--- config.mk ---
export PLATFORM = sky130hd
export DESIGN_NAME = smoldvi_rx_gearbox
export DESIGN_NICKNAME = d
export VERILOG_FILES = /design/src/rtl/smoldvi_pkg.sv /design/src/rtl/smoldvi_rx_aligner.sv /design/src/rtl/smoldvi_rx_gearbox.sv
export SDC_FILE = /design/constraint.sdc
export NUM_CORES = 1
export LEC_CHECK = 0
export BUFFER_PORTS_ARGS = -buffer_cell sky130_fd_sc_hd__buf_2
export CAP_MARGIN = 30
export CORE_MARGIN = 1.5
export CORE_UTILIZATION = 41
export DETAILED_ROUTE_END_ITERATION = 16
export PLACE_DENSITY_LB_ADDON = 0.3
export SLEW_MARGIN = 40
export SYNTH_ARGS = -nofsm -noshare
export SYNTH_HDL_FRONTEND = slang
export SYNTH_SLANG_ARGS = --single-unit
--- constraint.sdc ---
create_clock -name clk -period 5.8 [get_ports clk]
set_input_delay 0.87 -clock clk [delete_from_list [all_inputs] [get_ports clk]]
set_output_delay 0.87 -clock clk [all_outputs]
set_load 0.005 [all_outputs]
--- src/rtl/smoldvi_pkg.sv ---
// Shared TMDS definitions for the smoldvi transmit and receive paths.
package smoldvi_pkg;

  localparam int TMDS_W = 10;

  // Control-period symbols, indexed by {c1, c0}.
  localparam logic [TMDS_W-1:0] TMDS_CTRL_00 = 10'h354;
  localparam logic [TMDS_W-1:0] TMDS_CTRL_01 = 10'h0AB;
  localparam logic [TMDS_W-1:0] TMDS_CTRL_10 = 10'h154;
  localparam logic [TMDS_W-1:0] TMDS_CTRL_11 = 10'h2AB;

  typedef enum logic [1:0] {
    ALIGN_HUNT   = 2'd0,
    ALIGN_CHECK  = 2'd1,
    ALIGN_LOCKED = 2'd2
  } align_state_e;

  function automatic logic is_ctrl_token(input logic [TMDS_W-1:0] sym);
    return (sym == TMDS_CTRL_00) || (sym == TMDS_CTRL_01) ||
           (sym == TMDS_CTRL_10) || (sym == TMDS_CTRL_11);
  endfunction

endpackage

--- src/rtl/smoldvi_rx_aligner.sv ---
// Symbol aligner: hunts for runs of TMDS control tokens during blanking,
// requests bit slips while misaligned and reports lock once proven.
module smoldvi_rx_aligner
  import smoldvi_pkg::*;
#(
  parameter int W_OUT      = 10,
  parameter int LOCK_COUNT = 16,
  parameter int SLIP_WAIT  = 2048,
  parameter int LOSS_WAIT  = 4096
) (
  input  logic             clk,
  input  logic             rst_n,
  input  logic [W_OUT-1:0] sym,
  input  logic             sym_valid,
  input  logic             auto_en,
  output logic             slip,
  output logic             locked
);

  localparam int WAIT_MAX = (SLIP_WAIT > LOSS_WAIT) ? SLIP_WAIT : LOSS_WAIT;
  localparam int WCNT_W   = $clog2(WAIT_MAX + 1);
  localparam int TCNT_W   = $clog2(LOCK_COUNT + 1);

  localparam logic [WCNT_W-1:0] SLIP_LIM = WCNT_W'(SLIP_WAIT);
  localparam logic [WCNT_W-1:0] LOSS_LIM = WCNT_W'(LOSS_WAIT);
  localparam logic [TCNT_W-1:0] LOCK_LIM = TCNT_W'(LOCK_COUNT);

  align_state_e      state_q, state_d;
  logic [WCNT_W-1:0] wcnt_q, wcnt_d, wcnt_inc;
  logic [TCNT_W-1:0] tcnt_q, tcnt_d, tcnt_inc;
  logic              locked_q, locked_d;
  logic              slip_req;
  logic              is_tok;

  assign is_tok   = is_ctrl_token(TMDS_W'(sym));
  assign wcnt_inc = wcnt_q + 1'b1;
  assign tcnt_inc = tcnt_q + 1'b1;

  // Next-state logic; slips are decided combinationally so the offset moves
  // on the same edge that evaluates the word.
  always_comb begin
    state_d  = state_q;
    wcnt_d   = wcnt_q;
    tcnt_d   = tcnt_q;
    slip_req = 1'b0;
    if (!auto_en) begin
      state_d = ALIGN_HUNT;
      wcnt_d  = '0;
      tcnt_d  = '0;
    end else if (sym_valid) begin
      case (state_q)
        ALIGN_HUNT: begin
          if (is_tok) begin
            state_d = ALIGN_CHECK;
            tcnt_d  = TCNT_W'(1);
            wcnt_d  = '0;
          end else if (wcnt_inc == SLIP_LIM) begin
            slip_req = 1'b1;
            wcnt_d   = '0;
          end else begin
            wcnt_d = wcnt_inc;
          end
        end
        ALIGN_CHECK: begin
          if (is_tok) begin
            if (tcnt_inc == LOCK_LIM) begin
              state_d = ALIGN_LOCKED;
              wcnt_d  = '0;
              tcnt_d  = '0;
            end else begin
              tcnt_d = tcnt_inc;
            end
          end else begin
            // A lone token was a coincidence; move on to the next offset.
            slip_req = 1'b1;
            state_d  = ALIGN_HUNT;
            wcnt_d   = '0;
            tcnt_d   = '0;
          end
        end
        ALIGN_LOCKED: begin
          if (is_tok) begin
            wcnt_d = '0;
          end else if (wcnt_inc == LOSS_LIM) begin
            // Long active periods are normal; only drop lock, keep offset.
            state_d = ALIGN_HUNT;
            wcnt_d  = '0;
            tcnt_d  = '0;
          end else begin
            wcnt_d = wcnt_inc;
          end
        end
        default: begin
          state_d = ALIGN_HUNT;
          wcnt_d  = '0;
          tcnt_d  = '0;
        end
      endcase
    end
    locked_d = (state_d == ALIGN_LOCKED);
  end

  // Aligner state, counters and registered lock flag.
  always_ff @(posedge clk or negedge rst_n) begin
    if (!rst_n) begin
      state_q  <= ALIGN_HUNT;
      wcnt_q   <= '0;
      tcnt_q   <= '0;
      locked_q <= 1'b0;
    end else begin
      state_q  <= state_d;
      wcnt_q   <= wcnt_d;
      tcnt_q   <= tcnt_d;
      locked_q <= locked_d;
    end
  end

  assign slip   = slip_req;
  assign locked = locked_q;

endmodule

--- src/rtl/smoldvi_rx_gearbox.sv ---
// One-lane TMDS receive gearbox: packs W_IN-bit beats into W_OUT-bit symbols
// through a bit-slip window, with an aligner that finds symbol boundaries.
module smoldvi_rx_gearbox
  import smoldvi_pkg::*;
#(
  parameter int W_IN       = 2,
  parameter int W_OUT      = 10,
  parameter int LOCK_COUNT = 16,
  parameter int SLIP_WAIT  = 2048,
  parameter int LOSS_WAIT  = 4096
) (
  input  logic                       clk,
  input  logic                       rst_n,
  input  logic [W_IN-1:0]            din,
  input  logic                       auto_en,
  input  logic                       bitslip,
  output logic [W_OUT-1:0]           dout,
  output logic                       dout_valid,
  output logic                       locked,
  output logic [$clog2(W_OUT)-1:0]   offset
);

  localparam int N      = W_OUT / W_IN;
  localparam int PH_W   = (N > 1) ? $clog2(N) : 1;
  localparam int OFS_W  = $clog2(W_OUT);
  localparam int SREG_W = 2 * W_OUT;
  localparam int BASE_W = $clog2(SREG_W);

  localparam logic [PH_W-1:0]  PH_LAST  = PH_W'(N - 1);
  localparam logic [OFS_W-1:0] OFS_LAST = OFS_W'(W_OUT - 1);

  logic [SREG_W-1:0] sreg_q, sreg_d;
  logic [PH_W-1:0]   phase_q, phase_d;
  logic [OFS_W-1:0]  offset_q, offset_d;
  logic [W_OUT-1:0]  dout_q, dout_d;
  logic              dout_valid_q, dout_valid_d;
  logic [BASE_W-1:0] win_base;
  logic [W_OUT-1:0]  win;
  logic              align_slip;
  logic              slip;

  // Newest bits enter at the MSB so the oldest bit of the window lands in
  // dout[0]; the window reads the post-shift value to avoid a pipeline stage.
  assign sreg_d   = {din, sreg_q[SREG_W-1:W_IN]};
  assign win_base = BASE_W'(W_OUT) - BASE_W'(offset_q);
  assign win      = sreg_d[win_base +: W_OUT];

  assign slip = auto_en ? align_slip : bitslip;

  // Phase, word capture and offset update.
  always_comb begin
    phase_d      = (phase_q == PH_LAST) ? '0 : phase_q + 1'b1;
    dout_d       = dout_q;
    dout_valid_d = 1'b0;
    if (phase_q == PH_LAST) begin
      dout_d       = win;
      dout_valid_d = 1'b1;
    end
    offset_d = offset_q;
    if (slip) begin
      offset_d = (offset_q == OFS_LAST) ? '0 : offset_q + 1'b1;
    end
  end

  // Datapath registers; reset discards any partially assembled word.
  always_ff @(posedge clk or negedge rst_n) begin
    if (!rst_n) begin
      sreg_q       <= '0;
      phase_q      <= '0;
      offset_q     <= '0;
      dout_q       <= '0;
      dout_valid_q <= 1'b0;
    end else begin
      sreg_q       <= sreg_d;
      phase_q      <= phase_d;
      offset_q     <= offset_d;
      dout_q       <= dout_d;
      dout_valid_q <= dout_valid_d;
    end
  end

  smoldvi_rx_aligner #(
    .W_OUT      (W_OUT),
    .LOCK_COUNT (LOCK_COUNT),
    .SLIP_WAIT  (SLIP_WAIT),
    .LOSS_WAIT  (LOSS_WAIT)
  ) u_aligner (
    .clk       (clk),
    .rst_n     (rst_n),
    .sym       (dout_q),
    .sym_valid (dout_valid_q),
    .auto_en   (auto_en),
    .slip      (align_slip),
    .locked    (locked)
  );

  assign dout       = dout_q;
  assign dout_valid = dout_valid_q;
  assign offset     = offset_q;

endmodule

### After elaboration in Yosys (flattened, before gate mapping)

Cells that the tools add are included.

| word-level totals | value |
|---|---|
| memories kept | 0 |
| output and inout bits | 16 |
| bits in latches | 0 |
| input port bits | 6 |
| bits in read-only memories | 0 |
| register bits after elaboration | 59 |
| memory bits (writable) | 0 |
| logic and storage cells | 72 |

| operators by class | value |
|---|---|
| bitwise gates (word level) | 0 |
| reduce and logical (&&, ||, !) cells | 6 |
| add/subtract/negate cells | 5 |
| shifts and indexed selects | 1 |
| muxes and demuxes | 34 |
| multipliers | 0 |
| $lt $le $gt $ge | 0 |
| eq/ne operators | 17 |
| divide/modulo/power cells | 0 |

Operator list:

| operator | count |
|---|---|
| two-way mux 13 bit | 8 |
| case mux 13 bit (3 select lines) | 1 |
| two-way mux 5 bit | 7 |
| == test 10 bit (second input constant) | 2 |
| variable part select 20 x 6 -> 10 bit | 1 |
| case mux 5 bit (3 select lines) | 1 |
| two-way mux 2 bit | 7 |
| adder 13 x 1 -> 13 bit (second input constant) | 1 |
| == test 13 x 12 -> 1 bit (second input constant) | 1 |
| == test 13 bit (second input constant) | 1 |
| == test 10 x 8 -> 1 bit (second input constant) | 1 |
| == test 10 x 9 -> 1 bit (second input constant) | 1 |
| two-way mux 1 bit | 6 |
| inequality test 3 x 2 -> 1 bit (second input constant) | 2 |
| case mux 2 bit (3 select lines) | 1 |
| adder 5 x 1 -> 5 bit (second input constant) | 1 |
| == test 5 bit (second input constant) | 1 |
| subtractor 4 x 4 -> 5 bit (first input constant) | 1 |
| adder 4 x 1 -> 4 bit (second input constant) | 1 |
| == test 2 bit (second input constant) | 2 |
| == test 4 bit (second input constant) | 1 |
| two-way mux 4 bit | 1 |
| inequality test 4 bit (second input constant) | 1 |
| AND reduction 4 bit | 1 |
| other kinds (10) | 12 |

### Logic depth before layout (Yosys ltp)

| depth | value |
|---|---|
| depth in word-level cells | 9 |
| depth in mapped cells | 10 |
| gate-level depth less buffers | 8 |

### Cells and area by module

Synthesis repeated with hierarchy kept, for this count alone.

| unflattened totals | value |
|---|---|
| cells, all modules | 363 |
| area total of the unflattened synthesis | 3595.9 sq um |

Modules (own cells, without submodules):

| module | cells each | times used | area each (sq um) | sequential area each (sq um) |
|---|---|---|---|---|
| smoldvi_rx_gearbox | 176 | 1 | 1986.9 | 900.9 |
| smoldvi_rx_aligner | 187 | 1 | 1609.0 | 525.5 |

### Worst setup path after synthesis

Ideal clock, no wire load.

| path | value |
|---|---|
| path type | flip-flop to flip-flop |
| start point | reg offset_q[0] (netlist: offset[0]) |
| end point | reg dout_q[1] (netlist: dout[1]) |
| arrival | 2.638 ns |
| setup time | 0.121 ns |
| path buffers | 3 |
| data required time | 5.679 ns |
| cell stages (with the launch flop) | 9 |
| setup slack | 3.041 ns |
| period minus slack after synthesis | 2.759 ns |
| cell sequence | dfrtp_1 -> buf_2 -> buf_1 -> inv_1 -> ha_1 -> buf_1 -> mux2i_1 -> mux4_2 -> a22o_1 |

| between the ends | value |
|---|---|
| cells in the longest elaborated chain, start to end | 2 |

RTL lines:

| item | RTL line | text |
|---|---|---|
| from (decl) | smoldvi_rx_gearbox.sv:34 | `logic [OFS_W-1:0] offset_q, offset_d;` |
| from (signal assigned) | smoldvi_rx_gearbox.sv:76 | `offset_q <= offset_d;` |
| subtractor 4 x 4 -> 5 bit | smoldvi_rx_gearbox.sv:45 | `assign win_base = BASE_W'(W_OUT) - BASE_W'(offset_q);` |
| variable part select 20 x 6 -> 10 bit | smoldvi_rx_gearbox.sv:46 | `assign win = sreg_d[win_base +: W_OUT];` |
| to (signal assigned) | smoldvi_rx_gearbox.sv:77 | `dout_q <= dout_d;` |
| to (decl) | smoldvi_rx_gearbox.sv:35 | `logic [W_OUT-1:0] dout_q, dout_d;` |

No other way between the ends.
A chain may end at the register's enable or synchronous reset.

### Worst setup path after layout

| path | value |
|---|---|
| start point | reg offset_q[0] (netlist: offset[0]) |
| end point | reg dout_q[0] (netlist: dout[0]) |

The elaborated chain is that of the path after synthesis.

==> metrics.yaml <==
status:
  outcome: "finished clean"
clock_network:
  holdBufCountCts: 0
  number_of_buffers_created_by_cts: 9
  cts.path.max_buffers: 2
  clock_tree_from_tritoncts: "built"
  clk_pin_slew_worst_paths_ns: 0.07
  htree_levels: 3
  worst_skew_pair.late_latency_ns: 0.34
  post_cts_resized: 0
  cts_post_setup_buffers_inserted: 0
  cts-root-buf: "sky130_fd_sc_hd__clkbuf_8"
  sinks_on_clock_net: 57
global_route:
  grtUsageTotal_pct: 17.5
  global_route.usage.met1_pct: 23.5
  maximum_number_of_pins_on_one_net_before_global_route_repair: 58
  grt_antenna_before_repair: 0
  grt_pass1_vias: 2429
  grt_ovf: 0
  use_met3_pct: 4.59
  global_route_wire_length_before_repair_um: 12100
  use_met2_pct: 27.1
  grt_most_used_layer: "met2"
timing:
  timing.fmax_mhz: 337
  skew_ns: 0.0147
  final-max-slew-violation-count: 0
  post-route-period-util_pct: 51.1
  setup-violations-final: 0
  shortest_period_the_worst_path_allows_ns: 2.97
  slew-limit-headroom_pct: 48.4
  worst_slew_pin_slew_ns: 0.768
  setup_tns_ns: 0
  finalWorstSetupSlack_ns: 2.83
  hold_viol_final: 0
  grt_setup_unrepaired: "false"
layout:
  mostFrequentLayoutCell: "sky130_fd_sc_hd__dfrtp_1"
  syn_to_final_growth_pct: 9.51
  finalNetCount: 359
  final-seq-area_um2: 1430
  fill_cells: 766
  antenna_cells_inserted: 0
  layout.cells.most_common_list: "sky130_fd_sc_hd__dfrtp_1, sky130_fd_sc_hd__mux2i_1, sky130_fd_sc_hd__nand2_1"
  multiInputGateArea_um2: 1860
  post_route_cells_drive_above_1_share_pct: 19.1
placed_design:
  detail_placement_hpwl_um: 5000
  globalplace.congestion: 0.888
  buffer_ports.inserted: 21
  pre_cts_slack_ns: 2.58
yosys:
  synth_top_cell_by_area: "sky130_fd_sc_hd__dfrtp_1"
  syn_area_per_cell_um2: 10.3
  yosys.area.top_type_share_pct: 41.4
  synth_flop_cell: "sky130_fd_sc_hd__dfrtp_1"
  yosys-top-cells-area: "sky130_fd_sc_hd__dfrtp_1, sky130_fd_sc_hd__mux2i_1, sky130_fd_sc_hd__mux4_2"
  yosysUniqueCellTypes: 67
  netlist_area_um2: 3450
  total_of_flip_flops_plus_latches_after_synthesis: 57
  ys_warn_count: 0
  async_flop_share_pct: 100
  post_synth_inst_count: 335
  synthesis.nets: 348
  number_of_enable_type_register_cells_in_the_synthesized_netlist: 0
  share_of_synthesized_area_occupied_by_flip_flops_and_latches_pct: 41.4
min_path:
  holdCritPathClass: "reg2reg"
routing:
  drt_drc_violations_left: 0
  drt-wirelength-per-cell_um: 15.7
  num_vias: 2599
  final_antenna_net_count: 0
  drtPass1Iterations: 4
  postRouteWirelength_um: 7140
  initialDrtViolationCount: 129
  post_drt_via_cell_ratio: 5.71
setup_path:
  critPathMostFrequentCell: "sky130_fd_sc_hd__mux4_2"
  cpLargestDelayFamily: "multiplexers"
  cp_num_buf_inv: 1
  crit_arrival_ns: 3.20
  critical_path.slowest_cell: "sky130_fd_sc_hd__dfrtp_2"
  cp-start-kind: "register"
  setup.worst_path.end_class: "register"
  timing.critical_path.fanout_max: 28
  required_ns: 6.04
  path_class: "reg2reg"
  timing.critical_path.slowest_cell_delay_ns: 0.76
  cp_cell_sequence: "inv_1 > ha_2 > mux4_2 > mux4_2 > a22o_1"
power_and_ir_drop:
  vdd_ir_drop_max_v: 0.000289
  pwr_density_cell_nw_per_um2: 397
  p_leak_nw: 1.64
floorplan:
  fp.dieW_um: 94.7
  core.rowCount: 33
  core_outline_area_um2: 8180
  dieHeight_um: 94.7
  initial_standard_cell_utilization_of_the_core_pct: 42.1
  die_area_um2: 8960
  pin_count: 22
run:
  cap_violations: 0
==> where the power goes <==
| part | total, mW | switching [mW] | internal (mW) |
|---|---|---|---|
| registers | 0.531 | 0.0802 | 0.451 |
| clock network | 0.341 | 0.154 | 0.187 |
| logic | 0.626 | 0.294 | 0.331 |
| total | 1.50 | 0.529 | 0.969 |
==> cells by family after synthesis <==
family	share of synthesized area, %
AND/OR/NAND/NOR	14.9
adder cells (fa/ha/maj)	2.54
XOR/XNOR	2.03
multiplexers	14.3
AO/OA/AOI/OAI	20.0
flip-flops	41.4
buffers and inverters	4.79
==> per-layer routing <==
metal	share of wire (%)	wire length, um	vias to the layer above
met5	0	0	-
met4	1.4	97	0
met3	3.8	272	7
met2	47	3370	46
met1	48	3400	1265
li1	-	-	1281
==> synth_stat cells, types with 2 or more instances <==
cell / instances
sky130_fd_sc_hd__dfrtp_1: 57
sky130_fd_sc_hd__mux2i_1: 29
sky130_fd_sc_hd__nand2_1: 23
sky130_fd_sc_hd__a21oi_1: 21
sky130_fd_sc_hd__o21ai_0: 20
sky130_fd_sc_hd__nand3_1: 17
sky130_fd_sc_hd__inv_1: 13
sky130_fd_sc_hd__nor2_1: 12
sky130_fd_sc_hd__a22o_1: 11
sky130_fd_sc_hd__a211oi_1: 9
sky130_fd_sc_hd__buf_2: 9
sky130_fd_sc_hd__clkbuf_1: 9
sky130_fd_sc_hd__mux4_2: 8
sky130_fd_sc_hd__ha_1: 7
sky130_fd_sc_hd__nor3_1: 5
sky130_fd_sc_hd__and3_1: 4
sky130_fd_sc_hd__nand4_1: 4
sky130_fd_sc_hd__nor2b_1: 4
sky130_fd_sc_hd__xnor2_1: 4
sky130_fd_sc_hd__xor2_1: 4
sky130_fd_sc_hd__a21o_1: 3
sky130_fd_sc_hd__a31oi_1: 3
sky130_fd_sc_hd__and2_1: 3
sky130_fd_sc_hd__nand2b_1: 3
sky130_fd_sc_hd__a32o_1: 2
sky130_fd_sc_hd__a32oi_1: 2
sky130_fd_sc_hd__and3_2: 2
sky130_fd_sc_hd__buf_1: 2
sky130_fd_sc_hd__buf_6: 2
sky130_fd_sc_hd__mux2_2: 2
sky130_fd_sc_hd__nand3b_1: 2
sky130_fd_sc_hd__nor3b_1: 2
sky130_fd_sc_hd__o21bai_1: 2
sky130_fd_sc_hd__or3_1: 2
==> metrics by stage <==
step	hold slack, ns	instances	util, %	cell area (um2)	total power [mW]
floorplan	0.368	335	-	3450	1.02
global placement	0.389	440	43.8	3580	1.15
detailed placement	0.391	440	43.9	3590	1.17
CTS	0.401	455	46.1	3770	1.51
global route	0.416	455	46.2	3770	1.60
finish	0.394	455	46.2	3770	1.50
==> area by class of cell <==
| type | count | share of cell area [%] |
|---|---|---|
| well taps | 105 | 3.48 |
| clock buffers | 13 | 4.48 |
| multi-input cells | 242 | 49.4 |
| repair buffers | 23 | 3.18 |
| clock inverters | 2 | 0.332 |
| inverters | 13 | 1.29 |
| flip-flops and latches | 57 | 37.8 |
==> final timing paths <==
path / slack (ns) / to / cells after the start / startpoint
worst min register to register: 0.39 / sreg_q[9] / 0 / sreg_q[11]
min in group asynchronous: 0.66 / u_aligner.wcnt_q[11] / 2 / rst_n
worst min-delay path: 0.39 / sreg_q[9] / 0 / sreg_q[11]
worst max-delay path: 2.83 / dout[0] / 5 / offset[0]
worst max register to register: 2.83 / dout[0] / 5 / offset[0]
max in group asynchronous: 4.62 / offset[0] / 2 / rst_n
==> state kept, by name, indices dropped and copies added (netlist names) <==
signal,flops
dout,10
u_aligner.wcnt_q,13
offset,4
sreg_q,18
phase_q,3
u_aligner.state_q,2
u_aligner.locked,1
dout_valid,1
u_aligner.tcnt_q,5
No activity file was read; power rests on OpenSTA's default activity.
